`src/rtl/dc_sweep_pkg.sv`:
```
// Shared types and default widths for the DC gain sweep sequencer.
// Latency: n/a (types and constants only).
// Backpressure: n/a.
package dc_sweep_pkg;

  localparam int DAC_W_DEF    = 12;
  localparam int ADC_W_DEF    = 12;
  localparam int SETTLE_W_DEF = 16;
  localparam int AVG_LOG2_DEF = 2;

  typedef enum logic [2:0] {
    ST_IDLE,
    ST_LOAD,
    ST_SETTLE,
    ST_SAMPLE,
    ST_EMIT,
    ST_DONE
  } state_t;

endpackage

```
`src/rtl/dc_sweep_sequencer_sample_averager.sv`:
```
// Accumulates 2**AVG_LOG2 ADC samples per sweep point and presents their truncated mean.
// Latency: avg reflects accepted samples the cycle after each one is accepted.
// Backpressure: none; every sample_vld cycle is absorbed. The caller gates sample_vld.
//
// Ports:
//   clk, rst     clock and synchronous active-high reset
//   clear        zero the accumulator and sample count (asserted while loading a new point)
//   sample_vld   one accepted ADC conversion this cycle
//   sample_dat   unsigned ADC result
//   avg          accumulator >> AVG_LOG2 (truncating)
//   last_sample  this sample_vld completes the set of 2**AVG_LOG2 samples
module sample_averager
  import dc_sweep_pkg::*;
#(
  parameter int ADC_W    = ADC_W_DEF,
  parameter int AVG_LOG2 = AVG_LOG2_DEF
) (
  input  logic             clk,
  input  logic             rst,
  input  logic             clear,
  input  logic             sample_vld,
  input  logic [ADC_W-1:0] sample_dat,
  output logic [ADC_W-1:0] avg,
  output logic             last_sample
);

  // ADC_W + AVG_LOG2 bits hold 2**AVG_LOG2 full-scale samples exactly.
  localparam int ACC_W = ADC_W + AVG_LOG2;
  localparam int CNT_W = AVG_LOG2 + 1;
  localparam logic [CNT_W-1:0] CNT_ONE  = {{AVG_LOG2{1'b0}}, 1'b1};
  localparam logic [CNT_W-1:0] CNT_LAST = {1'b0, {AVG_LOG2{1'b1}}};

  logic [ACC_W-1:0] acc_d, acc_q;
  logic [CNT_W-1:0] cnt_d, cnt_q;

  always_comb begin
    acc_d = acc_q;
    cnt_d = cnt_q;
    if (clear) begin
      acc_d = '0;
      cnt_d = '0;
    end else if (sample_vld) begin
      acc_d = acc_q + {{AVG_LOG2{1'b0}}, sample_dat};
      cnt_d = cnt_q + CNT_ONE;
    end
  end

  always_ff @(posedge clk) begin
    if (rst) begin
      acc_q <= '0;
      cnt_q <= '0;
    end else begin
      acc_q <= acc_d;
      cnt_q <= cnt_d;
    end
  end

  assign avg         = acc_q[ACC_W-1:AVG_LOG2];
  assign last_sample = sample_vld && (cnt_q == CNT_LAST);

endmodule

```
`src/rtl/dc_sweep_sequencer.sv`:
```
// Steps a bias DAC code across a range, settles, averages ADC samples, emits (code, avg) per point.
// Latency: per point 1 (load) + settle_cycles + 1 + sampling time + result wait.
// Backpressure: holds res_* stable while res_ready is low; adc_req held until adc_ack.
//
// Ports:
//   clk, rst                 clock and synchronous active-high reset
//   start                    begin a sweep (ignored unless idle)
//   code_start/stop/step     sweep range (stop inclusive) and increment, captured on start
//   settle_cycles            wait after each DAC load, captured on start
//   dac_code, dac_load       DAC code and its one-cycle load strobe
//   adc_req, adc_ack, adc_data   ADC sample handshake
//   res_valid/ready/code/avg result handshake
//   busy, done               sweep in progress; one-cycle pulse after the final result
module dc_sweep_sequencer
  import dc_sweep_pkg::*;
#(
  parameter int DAC_W    = DAC_W_DEF,
  parameter int ADC_W    = ADC_W_DEF,
  parameter int SETTLE_W = SETTLE_W_DEF,
  parameter int AVG_LOG2 = AVG_LOG2_DEF
) (
  input  logic                clk,
  input  logic                rst,
  input  logic                start,
  input  logic [DAC_W-1:0]    code_start,
  input  logic [DAC_W-1:0]    code_stop,
  input  logic [DAC_W-1:0]    code_step,
  input  logic [SETTLE_W-1:0] settle_cycles,
  output logic [DAC_W-1:0]    dac_code,
  output logic                dac_load,
  output logic                adc_req,
  input  logic                adc_ack,
  input  logic [ADC_W-1:0]    adc_data,
  output logic                res_valid,
  input  logic                res_ready,
  output logic [DAC_W-1:0]    res_code,
  output logic [ADC_W-1:0]    res_avg,
  output logic                busy,
  output logic                done
);

  localparam logic [SETTLE_W-1:0] SETTLE_ONE = {{(SETTLE_W-1){1'b0}}, 1'b1};

  state_t              state_d, state_q;
  logic [DAC_W-1:0]    cur_d, cur_q;
  logic [DAC_W-1:0]    stop_d, stop_q;
  logic [DAC_W-1:0]    step_d, step_q;
  logic [SETTLE_W-1:0] settle_d, settle_q;
  logic [SETTLE_W-1:0] settle_cnt_d, settle_cnt_q;
  // One-cycle request gap between consecutive samples of the same point.
  logic                gap_d, gap_q;

  logic [DAC_W:0]      step_sum;
  logic                last_point;
  logic                avg_clear;
  logic                sample_vld;
  logic                last_sample;
  logic [ADC_W-1:0]    avg;

  // Kept outside the FSM block so the averager's last_sample does not loop back through it.
  assign adc_req    = (state_q == ST_SAMPLE) && !gap_q;
  assign sample_vld = adc_req && adc_ack;
  assign avg_clear  = (state_q == ST_LOAD);

  // The extra carry bit stops the sweep instead of letting the code wrap past full scale.
  assign step_sum   = {1'b0, cur_q} + {1'b0, step_q};
  assign last_point = (cur_q == stop_q) || (step_q == '0) || step_sum[DAC_W] ||
                      (step_sum[DAC_W-1:0] > stop_q);

  sample_averager #(
    .ADC_W    (ADC_W),
    .AVG_LOG2 (AVG_LOG2)
  ) u_avg (
    .clk         (clk),
    .rst         (rst),
    .clear       (avg_clear),
    .sample_vld  (sample_vld),
    .sample_dat  (adc_data),
    .avg         (avg),
    .last_sample (last_sample)
  );

  always_comb begin
    state_d      = state_q;
    cur_d        = cur_q;
    stop_d       = stop_q;
    step_d       = step_q;
    settle_d     = settle_q;
    settle_cnt_d = settle_cnt_q;
    gap_d        = gap_q;
    dac_load     = 1'b0;
    res_valid    = 1'b0;
    busy         = 1'b0;
    done         = 1'b0;

    unique case (state_q)
      ST_IDLE: begin
        if (start) begin
          cur_d    = code_start;
          stop_d   = code_stop;
          step_d   = code_step;
          settle_d = settle_cycles;
          state_d  = ST_LOAD;
        end
      end
      ST_LOAD: begin
        busy         = 1'b1;
        dac_load     = 1'b1;
        settle_cnt_d = '0;
        gap_d        = 1'b0;
        state_d      = ST_SETTLE;
      end
      ST_SETTLE: begin
        busy = 1'b1;
        if (settle_cnt_q == settle_q) begin
          state_d = ST_SAMPLE;
        end else begin
          settle_cnt_d = settle_cnt_q + SETTLE_ONE;
        end
      end
      ST_SAMPLE: begin
        busy  = 1'b1;
        gap_d = 1'b0;
        if (sample_vld) begin
          if (last_sample) begin
            state_d = ST_EMIT;
          end else begin
            gap_d = 1'b1;
          end
        end
      end
      ST_EMIT: begin
        busy      = 1'b1;
        res_valid = 1'b1;
        if (res_ready) begin
          if (last_point) begin
            state_d = ST_DONE;
          end else begin
            cur_d   = step_sum[DAC_W-1:0];
            state_d = ST_LOAD;
          end
        end
      end
      ST_DONE: begin
        done    = 1'b1;
        state_d = ST_IDLE;
      end
      default: begin
        state_d = ST_IDLE;
      end
    endcase
  end

  always_ff @(posedge clk) begin
    if (rst) begin
      state_q      <= ST_IDLE;
      cur_q        <= '0;
      stop_q       <= '0;
      step_q       <= '0;
      settle_q     <= '0;
      settle_cnt_q <= '0;
      gap_q        <= 1'b0;
    end else begin
      state_q      <= state_d;
      cur_q        <= cur_d;
      stop_q       <= stop_d;
      step_q       <= step_d;
      settle_q     <= settle_d;
      settle_cnt_q <= settle_cnt_d;
      gap_q        <= gap_d;
    end
  end

  // The DAC keeps the last loaded code; result fields only change between handshakes.
  assign dac_code = cur_q;
  assign res_code = cur_q;
  assign res_avg  = avg;

endmodule
```
`config.mk`:
```
export PLATFORM = sky130hd
export DESIGN_NAME = dc_sweep_sequencer
export DESIGN_NICKNAME = d
export VERILOG_FILES = /design/src/rtl/dc_sweep_pkg.sv /design/src/rtl/dc_sweep_sequencer_sample_averager.sv /design/src/rtl/dc_sweep_sequencer.sv
export SDC_FILE = /design/constraint.sdc
export NUM_CORES = 1
export LEC_CHECK = 0
export ABC_AREA = 1
export BUFFER_PORTS_ARGS = -buffer_cell sky130_fd_sc_hd__buf_4
export CAP_MARGIN = 30
export CORE_UTILIZATION = 40
export DETAILED_ROUTE_END_ITERATION = 8
export SYNTH_ARGS = -nofsm -noshare
export SYNTH_HDL_FRONTEND = slang
export SYNTH_HIERARCHICAL = 1
export SYNTH_SLANG_ARGS = --single-unit
```
`constraint.sdc`:
```
create_clock -name clk -period 3.9 [get_ports clk]
set_input_delay 0.195 -clock clk [delete_from_list [all_inputs] [get_ports clk]]
set_output_delay 0.195 -clock clk [all_outputs]
set_load 0.02 [all_outputs]
```
== After elaboration in Yosys (flattened, before gate mapping) ==
Index checks and enable logic that the tools add are counted.

* Flip-flop bits (word level): 89
* Input port bits: 69
* Logic and storage cells: 67

* Add/subtract/negate cells: 4
* $lt $le $gt $ge: 1
* Equal/unequal tests: 15
* Multiplexer cells: 20
* Reduce and logical (&&, ||, !) cells: 18

{| class="wikitable"
|+ Operators by type and width
! cell !! count
|-
| $mux W12 || 3
|-
| $pmux W16 S2 || 1
|-
| $pmux W12 S2 || 1
|-
| $mux W3 || 6
|-
| $add A16 B1 Y16 const B || 1
|-
| $eq A16 B16 Y1 || 1
|-
| $mux W16 || 1
|-
| $pmux W3 S5 || 1
|-
| $add A14 B12 Y14 || 1
|-
| $add A12 B12 Y13 || 1
|-
| $eq A12 B12 Y1 || 1
|-
| $gt A12 B12 Y1 || 1
|-
| $logic_not A12 Y1 || 1
|-
| $ne A2 B2 Y1 const B || 6
|-
| $eq A3 B2 Y1 const B || 3
|-
| $eq A3 B3 Y1 const B || 2
|-
| $mux W1 || 6
|-
| $reduce_bool A2 Y1 || 3
|-
| $reduce_and A5 Y1 || 1
|-
| $reduce_and A2 Y1 || 2
|-
| $reduce_and A4 Y1 || 1
|-
| $reduce_or A4 Y1 || 1
|-
| $add A3 B1 Y3 const B || 1
|-
| $eq A3 B1 Y1 const B || 1
|-
| 7 further kinds || 11
|}

== Logic depth before layout (Yosys ltp) ==
Gate-level depths: netlist (run 1).

* Depth in word-level cells: 7
* Gate-level depth with buffers: 23

== Cells and area by module ==
The synthesis (run 1) kept the hierarchy.

{| class="wikitable"
|+ By module, submodules not included
! module !! times used !! cells each !! area each (um2) !! sequential area each (um2)
|-
| dc_sweep_sequencer || 1 || 702 || 4628.2 || 1441.4
|-
| sample_averager || 1 || 244 || 1517.7 || 340.3
|}

== Worst setup path before layout (run 1) ==
OpenSTA, ideal clock, no wires.

* Path type: register to register
* Start point: reg cur_q[0] (netlist: dac_code[0])
* End point: reg cur_q[9] (netlist: dac_code[9])
* Library setup time: 0.113 ns
* Arrival: 2.816 ns
* Required time: 3.787 ns
* Setup slack: 0.972 ns
* Cell stages (with the launch flop): 23
* Path buffers: 1
* Period minus slack after synthesis: 2.928 ns
* Cell sequence: dfxtp_1 ha_1 fa_1 nand3_1 nand2_1 nand2_1 nand2_1 nand2_1 nand2_1 xor2_1 ha_1 nand2_1 nor2_1 nand2_1 a21oi_1 nor2_1 nor2_1 o21bai_1 buf_4 nand2_2 nand2_1 nand2_1 nor2_1

* Cells in the longest elaborated chain, start to end: 6
* Elaborated cells on any way between the ends: 11
* Those cells by class: 1 x add/sub; 1 x order compare; 2 x eq/ne; 3 x mux; 4 x reduce/logical

{| class="wikitable"
|+ Ends and longest elaborated chain
! what !! RTL line !! text
|-
| start: declaration || dc_sweep_sequencer.sv:45 || <nowiki>logic [DAC_W-1:0] cur_d, cur_q;</nowiki>
|-
| start signal: assignment || dc_sweep_sequencer.sv:165 || <nowiki>cur_q <= cur_d;</nowiki>
|-
| parallel branches: the longest is 6 deep, another holds $add A12 B12 Y13 || n/a ||
|}

Several ways; the timed one is not identified. The select of a mux whose other input is x is not followed.
A chain may end at the register's enable or synchronous reset.

== Final worst setup path (run 1) ==
* Start point: reg cur_q[8] (netlist: dac_code[8])
* End point: reg cur_q[9] (netlist: dac_code[9])

The elaborated chain is that of the path after synthesis.

==> results of run 1 <==
synthesized netlist by cell type, drive strengths merged (3+ instances only):
cell type  number  area share, %
dfxtp          89             29
clkinv          4           0.24
inv           132            8.1
nand2         235             15
nand3b          9            1.1
xor2           26            3.7
clkbuf         21            1.3
nor3            7           0.75
a21oi          91            7.4
ha             39            7.9
buf            34            4.1
nor2          107            6.7
nand3          52            4.5
o21ai          54            4.5
nand4          14            1.4
xnor2          13            1.9
o21bai          3           0.43
a21o            4           0.49
per-stage QoR:
step	instances	setup slack [ns]	hold slack (ns)	utilization, %	cell area, um2
after CTS	1207	0.746	0.102	49.2	7250
final	1207	0.707	0.113	49.2	7250
after floorplan	946	0.972	0.264	-	6150
after global routing	1207	0.370	0.136	49.2	7250
after detailed placement	1191	0.770	0.450	47.1	6950
after global placement	1190	0.791	0.447	46.9	6920
registers in the layout, indices dropped and copies added (netlist names):
signal,flops
stop_q,12
u_avg/acc_q,14
settle_q,16
state_q,3
u_avg/cnt_q,3
dac_code,12
step_q,12
gap_q,1
settle_cnt_q,16
routing by layer:
metal | vias up | GRT usage [%] | part of all wire, %
met3 | 20 | 2.72 | 3.3
met1 | 2492 | 25.3 | 47
met2 | 116 | 33.8 | 47
li1 | 3129 | - | -
met5 | - | 0 | 0
met4 | 0 | 9.00 | 2.5
where the power goes:
| part | switching (mW) | internal (mW) |
|---|---|---|
| combinational | 1.45 | 0.901 |
| clock | 0.384 | 0.519 |
| sequential | 0.214 | 1.13 |
worst min-delay path by stage:
stage | start | end | slack (ns) | depth (start not counted)
after floorplan | rst | settle_cnt_q[3]$_SDFFE_PP0P_ | 0.26 | 1
after global placement | settle_q[6]$_SDFFE_PP0P_ | settle_q[6]$_SDFFE_PP0P_ | 0.45 | 2
after detailed placement | settle_q[6]$_SDFFE_PP0P_ | settle_q[6]$_SDFFE_PP0P_ | 0.45 | 2
after CTS | settle_cycles[4] | settle_q[4]$_SDFFE_PP0P_ | 0.10 | 3
after global routing | code_step[4] | step_q[4]$_SDFFE_PP0P_ | 0.14 | 3
final | settle_cycles[4] | settle_q[4]$_SDFFE_PP0P_ | 0.11 | 3
critical path: stages, from the launching register on:
cell	delay, ns
dfxtp_1	0.47
ha_1	0.37
a21oi_1	0.27
nor2_1	0.08
o21ai_0	0.22
nand4_1	0.13
nand2_1	0.11
inv_1	0.05
ha_1	0.28
nand2_1	0.07
nor2_1	0.13
nand2_1	0.09
a21oi_1	0.12
nor2_1	0.06
nor2_1	0.11
o21bai_1	0.10
buf_4	0.17
nand2_2	0.10
nand2_1	0.07
nand2_1	0.06
nor2_1	0.04
final cells by class:
cell class              instances  area [um2]
multi-input cells             666        3540
clock buffers                  11         243
clock inverters                 5        61.3
fillers                      1567        7500
repair buffers                116         891
inverters                     136         510
flip-flops and latches         89        1780
well taps                     184         230
cells by family (layout without fill, tap and decap cells):
kind of cell             after synthesis  count (layout)  synth area share (%)
buffers and inverters                191             268                  13.7
AO/OA/AOI/OAI                        155             155                  13.2
flip-flops                            89              89                  29.0
adder cells (fa/ha/maj)               41              41                  8.59
AND/OR/NAND/NOR                      431             431                  29.9
XOR/XNOR                              39              39                  5.56
==> impl_metrics.json, run 1 <==
{
  "status": "finished clean",
  "drc_errors": 0,
  "fmax_mhz": 313,
  "cts-resized-gates": 0,
  "cp.required_ns": 4.15,
  "synthDistinctLibCells": 37,
  "crit_start": "dac_code[8]$_SDFFE_PP0P_",
  "ys_warn_count": 6,
  "layout_min_cycle_time_ns": 3.19,
  "grt_pass1_vias": 5330,
  "grt_use_total_pct": 20.0,
  "worst_pin_slew_ns": 0.657,
  "avgSynthCellArea_um2": 6.50,
  "die_x_um": 126,
  "cp.arrival_ns": 3.45,
  "hp-class": "input pin to flop",
  "place.gp.congestion": 0.858,
  "path_class": "flop to flop",
  "synth_edf_count": 0,
  "grt_pass1_wl_mm": 25.4,
  "rsz0062_at_grt": "no",
  "finalNetCount": 1128,
  "wl_per_cell_um": 12.6,
  "viasPerCell": 4.77,
  "critPathLaunchType": "flop",
  "coreArea_um2": 14800,
  "hpwl_mm": 11.6,
  "drive_gt1_share_pct": 15.6,
  "clkSinkCount": 89,
  "final.setup.tns_ns": 0,
  "cp_max_fo": 6,
  "syn_nets": 1056,
  "maxCapViolCount": 0,
  "num_rows": 44,
  "clk_path_buf_depth": 2,
  "io_buffers": 109,
  "die_area_um2": 15900,
  "ys.flop_type": "dfxtp_1",
  "crit_path_end": "dac_code[9]$_SDFFE_PP0P_",
  "hold_viol_final": 0,
  "reg2reg_depth": 20,
  "layout_commonest_cell": "nand2_1",
  "num_antenna_cells": 0,
  "ant_nets": 0,
  "htreeDepth": 3,
  "synth_area_um2": 6150,
  "hold_buffers": 0,
  "synth_seq_cells": 89,
  "r2r_end": "dac_code[9]$_SDFFE_PP0P_",
  "ys_seq_area_share_pct": 29.0,
  "die_h_um": 126,
  "cts_tree": "yes",
  "grt_antenna_before_repair": 0,
  "cts_buffers": 9,
  "syn2layout_area_growth_pct": 18.0,
  "clk_latency_ns": 0.35,
  "endpoint_kind": "flop",
  "synthCells": 946,
  "io_pins": 110,
  "grt_max_degree": 47,
  "cts_root_buf": "clkbuf_16",
  "slew_violations": 0,
  "power_leakage_nw": 3.63,
  "post_cts.repair.setup_buffers": 0,
  "vias": 5757,
  "most-common-layout-cells": "227 x nand2_1, 124 x inv_1, 115 x buf_4, 104 x nor2_1, 91 x a21oi_1",
  "max_slew_margin_pct": 56.2,
  "gr-total-overflow": 0,
  "power_density_nw_per_um2": 634,
  "irDropWorstVdd_mv": 0.302,
  "dr.first_iter.drc_count": 299,
  "r2r_slack_ns": 0.71,
  "setup_viol": 0,
  "power_mw": 4.60,
  "finalCritPeriodShare_pct": 81.9,
  "clk_pin_slew_worst_paths_ns": 0.07,
  "r2r-start": "dac_code[8]$_SDFFE_PP0P_",
  "initial_core_util_pct": 41.7,
  "wirelength_mm": 15.2,
  "finalClockSkew_ns": 0.00905,
  "firstDrtPassIters": 5,
  "async_flop_share_pct": 0
}
Note: power is estimated with default switching activity, not from simulation.
==> run 2, diff against run 1 <==
- clock period: 3.9 -> 3.1 ns (I/O delays scaled with it)
==> run 2 against run 1 <==
Non-clock buffer count is 15 higher. Clock skew fell by 0.0021 ns. Via count grew 1.5%. Setup slack got worse by 0.52 ns. Final cell count increased by 1.2%. Clock power up 44%. Global-route usage grew 0.44 points. Count of clock-buffer cells in the layout is 1 lower.
==> impl_metrics.json, run 2 (synthesis gave the netlist of run 1 again) <==
{
  "irDropWorstVdd_mv": 0.388,
  "timing.hold.ws_ns": 0.0803,
  "final.setup.tns_ns": 0,
  "gr-total-overflow": 0,
  "critPathLaunchType": "flop",
  "ant_nets": 0,
  "finalClockSkew_ns": 0.00697,
  "grt_use_total_pct": 20.4,
  "endpoint_kind": "flop",
  "clkSinkCount": 89,
  "rsz0062_at_grt": "yes",
  "use_met3_pct": 4.42,
  "coreArea_um2": 14800,
  "cts_buffers": 9,
  "crit_chain": "ha_4, fa_2, nand3_2, nand2_2, nand2_2, nand2_2, nand2_2, nand2_2, xor2_2, ha_1, nand2_2, a21oi_1, nor2_1, nand2_1, nor2_1, nor2_1, o21bai_1, buf_4, nand2_4, nand2_2, nand2_1, nor2_1",
  "cpPeakStageDelay_ns": 0.37,
  "die_area_um2": 15900,
  "layout_commonest_cell": "nand2_1",
  "use_met2_pct": 35.9,
  "firstDrtPassIters": 6,
  "power_density_nw_per_um2": 832,
  "clk_path_buf_depth": 2,
  "reg_top3": "settle_cnt_q x16, settle_q x16, u_avg/acc_q x14",
  "num_rows": 44,
  "cts_tree": "yes",
  "crit_start": "step_q[0]$_SDFFE_PP0P_",
  "power_mw": 6.28,
  "max_slew_margin_pct": 60.3,
  "drc_errors": 0,
  "cp.required_ns": 3.39,
  "power_leakage_nw": 3.72,
  "placed_area_um2": 7030,
  "r2r-start": "step_q[0]$_SDFFE_PP0P_",
  "top_usage_layer": "met2",
  "worst_pin_slew_ns": 0.593,
  "viasPerCell": 4.78,
  "syn2layout_area_growth_pct": 22.9,
  "stdcell_area_um2": 7550,
  "slew_violations": 0,
  "initial_core_util_pct": 41.7,
  "fill_cells": 1534,
  "grt_pass1_vias": 5504,
  "grt_pass1_wl_mm": 26.0,
  "hold_viol_final": 0,
  "finalCritPeriodShare_pct": 94.0,
  "crit_slowest_cell": "fa_2",
  "status": "finished clean",
  "htreeDepth": 3,
  "grt_antenna_before_repair": 0,
  "wl_per_cell_um": 12.8,
  "cp.arrival_ns": 3.20,
  "dr.first_iter.drc_count": 300,
  "grt_max_degree": 57,
  "place.gp.congestion": 0.909,
  "drive_gt1_share_pct": 20.4,
  "cts_root_buf": "clkbuf_16",
  "clk_pin_slew_worst_paths_ns": 0.07,
  "num_antenna_cells": 0,
  "cp_max_fo": 6,
  "finalNetCount": 1143,
  "io_pins": 110,
  "maxCapViolCount": 0,
  "hp-class": "input pin to flop",
  "vias": 5846,
  "io_buffers": 109,
  "die_h_um": 126,
  "final_cells": 1222,
  "clk_latency_ns": 0.35,
  "path_class": "flop to flop",
  "hpwl_mm": 11.8,
  "place_inst": 1204,
  "wirelength_mm": 15.7,
  "hold_buffers": 0,
  "fmax_mhz": 343,
  "hold_start": "settle_cycles[5]",
  "met1_usage_pct": 25.0,
  "layout_min_cycle_time_ns": 2.92,
  "most-common-layout-cells": "218 x nand2_1, 129 x buf_4, 123 x inv_1, 103 x nor2_1, 87 x a21oi_1",
  "setup_viol": 0,
  "path_common_cell": "nand2_2",
  "die_x_um": 126
}
## run 2: final timing paths
kind	endpoint	cells past startpoint	slack, ns
setup / recovery	dac_code[9]$_SDFFE_PP0P_	22	0.18
hold / removal	settle_q[5]$_SDFFE_PP0P_	3	0.08
setup reg to reg	dac_code[9]$_SDFFE_PP0P_	22	0.18
hold reg to reg	settle_q[7]$_SDFFE_PP0P_	2	0.46
## run 2: critical path: cells and delay by family (launching register included)
| kind | cells | cell delay (ns) |
|---|---|---|
| AOI/OAI and AO/OA | 2 | 0.24 |
| buffers and inverters | 1 | 0.20 |
| adders and majority gates | 3 | 0.84 |
| DFF | 1 | 0.34 |
| and+or+nand+nor | 15 | 1.07 |
| xor gates and xnor gates | 1 | 0.15 |
## run 2: stage by stage
stage	setup WS (ns)	util, %
2_1_floorplan	0.172	-
3_3_place_gp	0.114	47.6
3_5_place_dp	0.0278	47.7
4_1_cts	0.0213	50.0
5_1_grt	-0.0692	51.2
6_report	0.185	51.2
## run 2: area by class of cell
type / instances / area (um2) / share of cell area [%]
clock buffers: 10 / 239 / 3.16
multi-input cells: 666 / 3670 / 48.6
clock inverters: 6 / 113 / 1.49
flip-flops and latches: 89 / 1800 / 23.8
well taps: 184 / 230 / 3.05
inverters: 136 / 510 / 6.76
repair buffers: 131 / 991 / 13.1
## run 2: metal layers
layer	wire length [um]	up-vias
met2	7590	109
li1	-	3146
met4	289	0
met5	0	-
met3	632	14
met1	7140	2577
## run 2: repair_timing
action / CTS / global route
resized for setup: 0 / 41
setup endpoints to repair: 0 / 13
buffers inserted: 0 / 2
## run 2: power breakdown
part | switching (mW) | total (mW) | internal, mW
logic | 1.95 | 3.29 | 1.34
registers | 0.255 | 1.69 | 1.43
clock network | 0.488 | 1.30 | 0.815
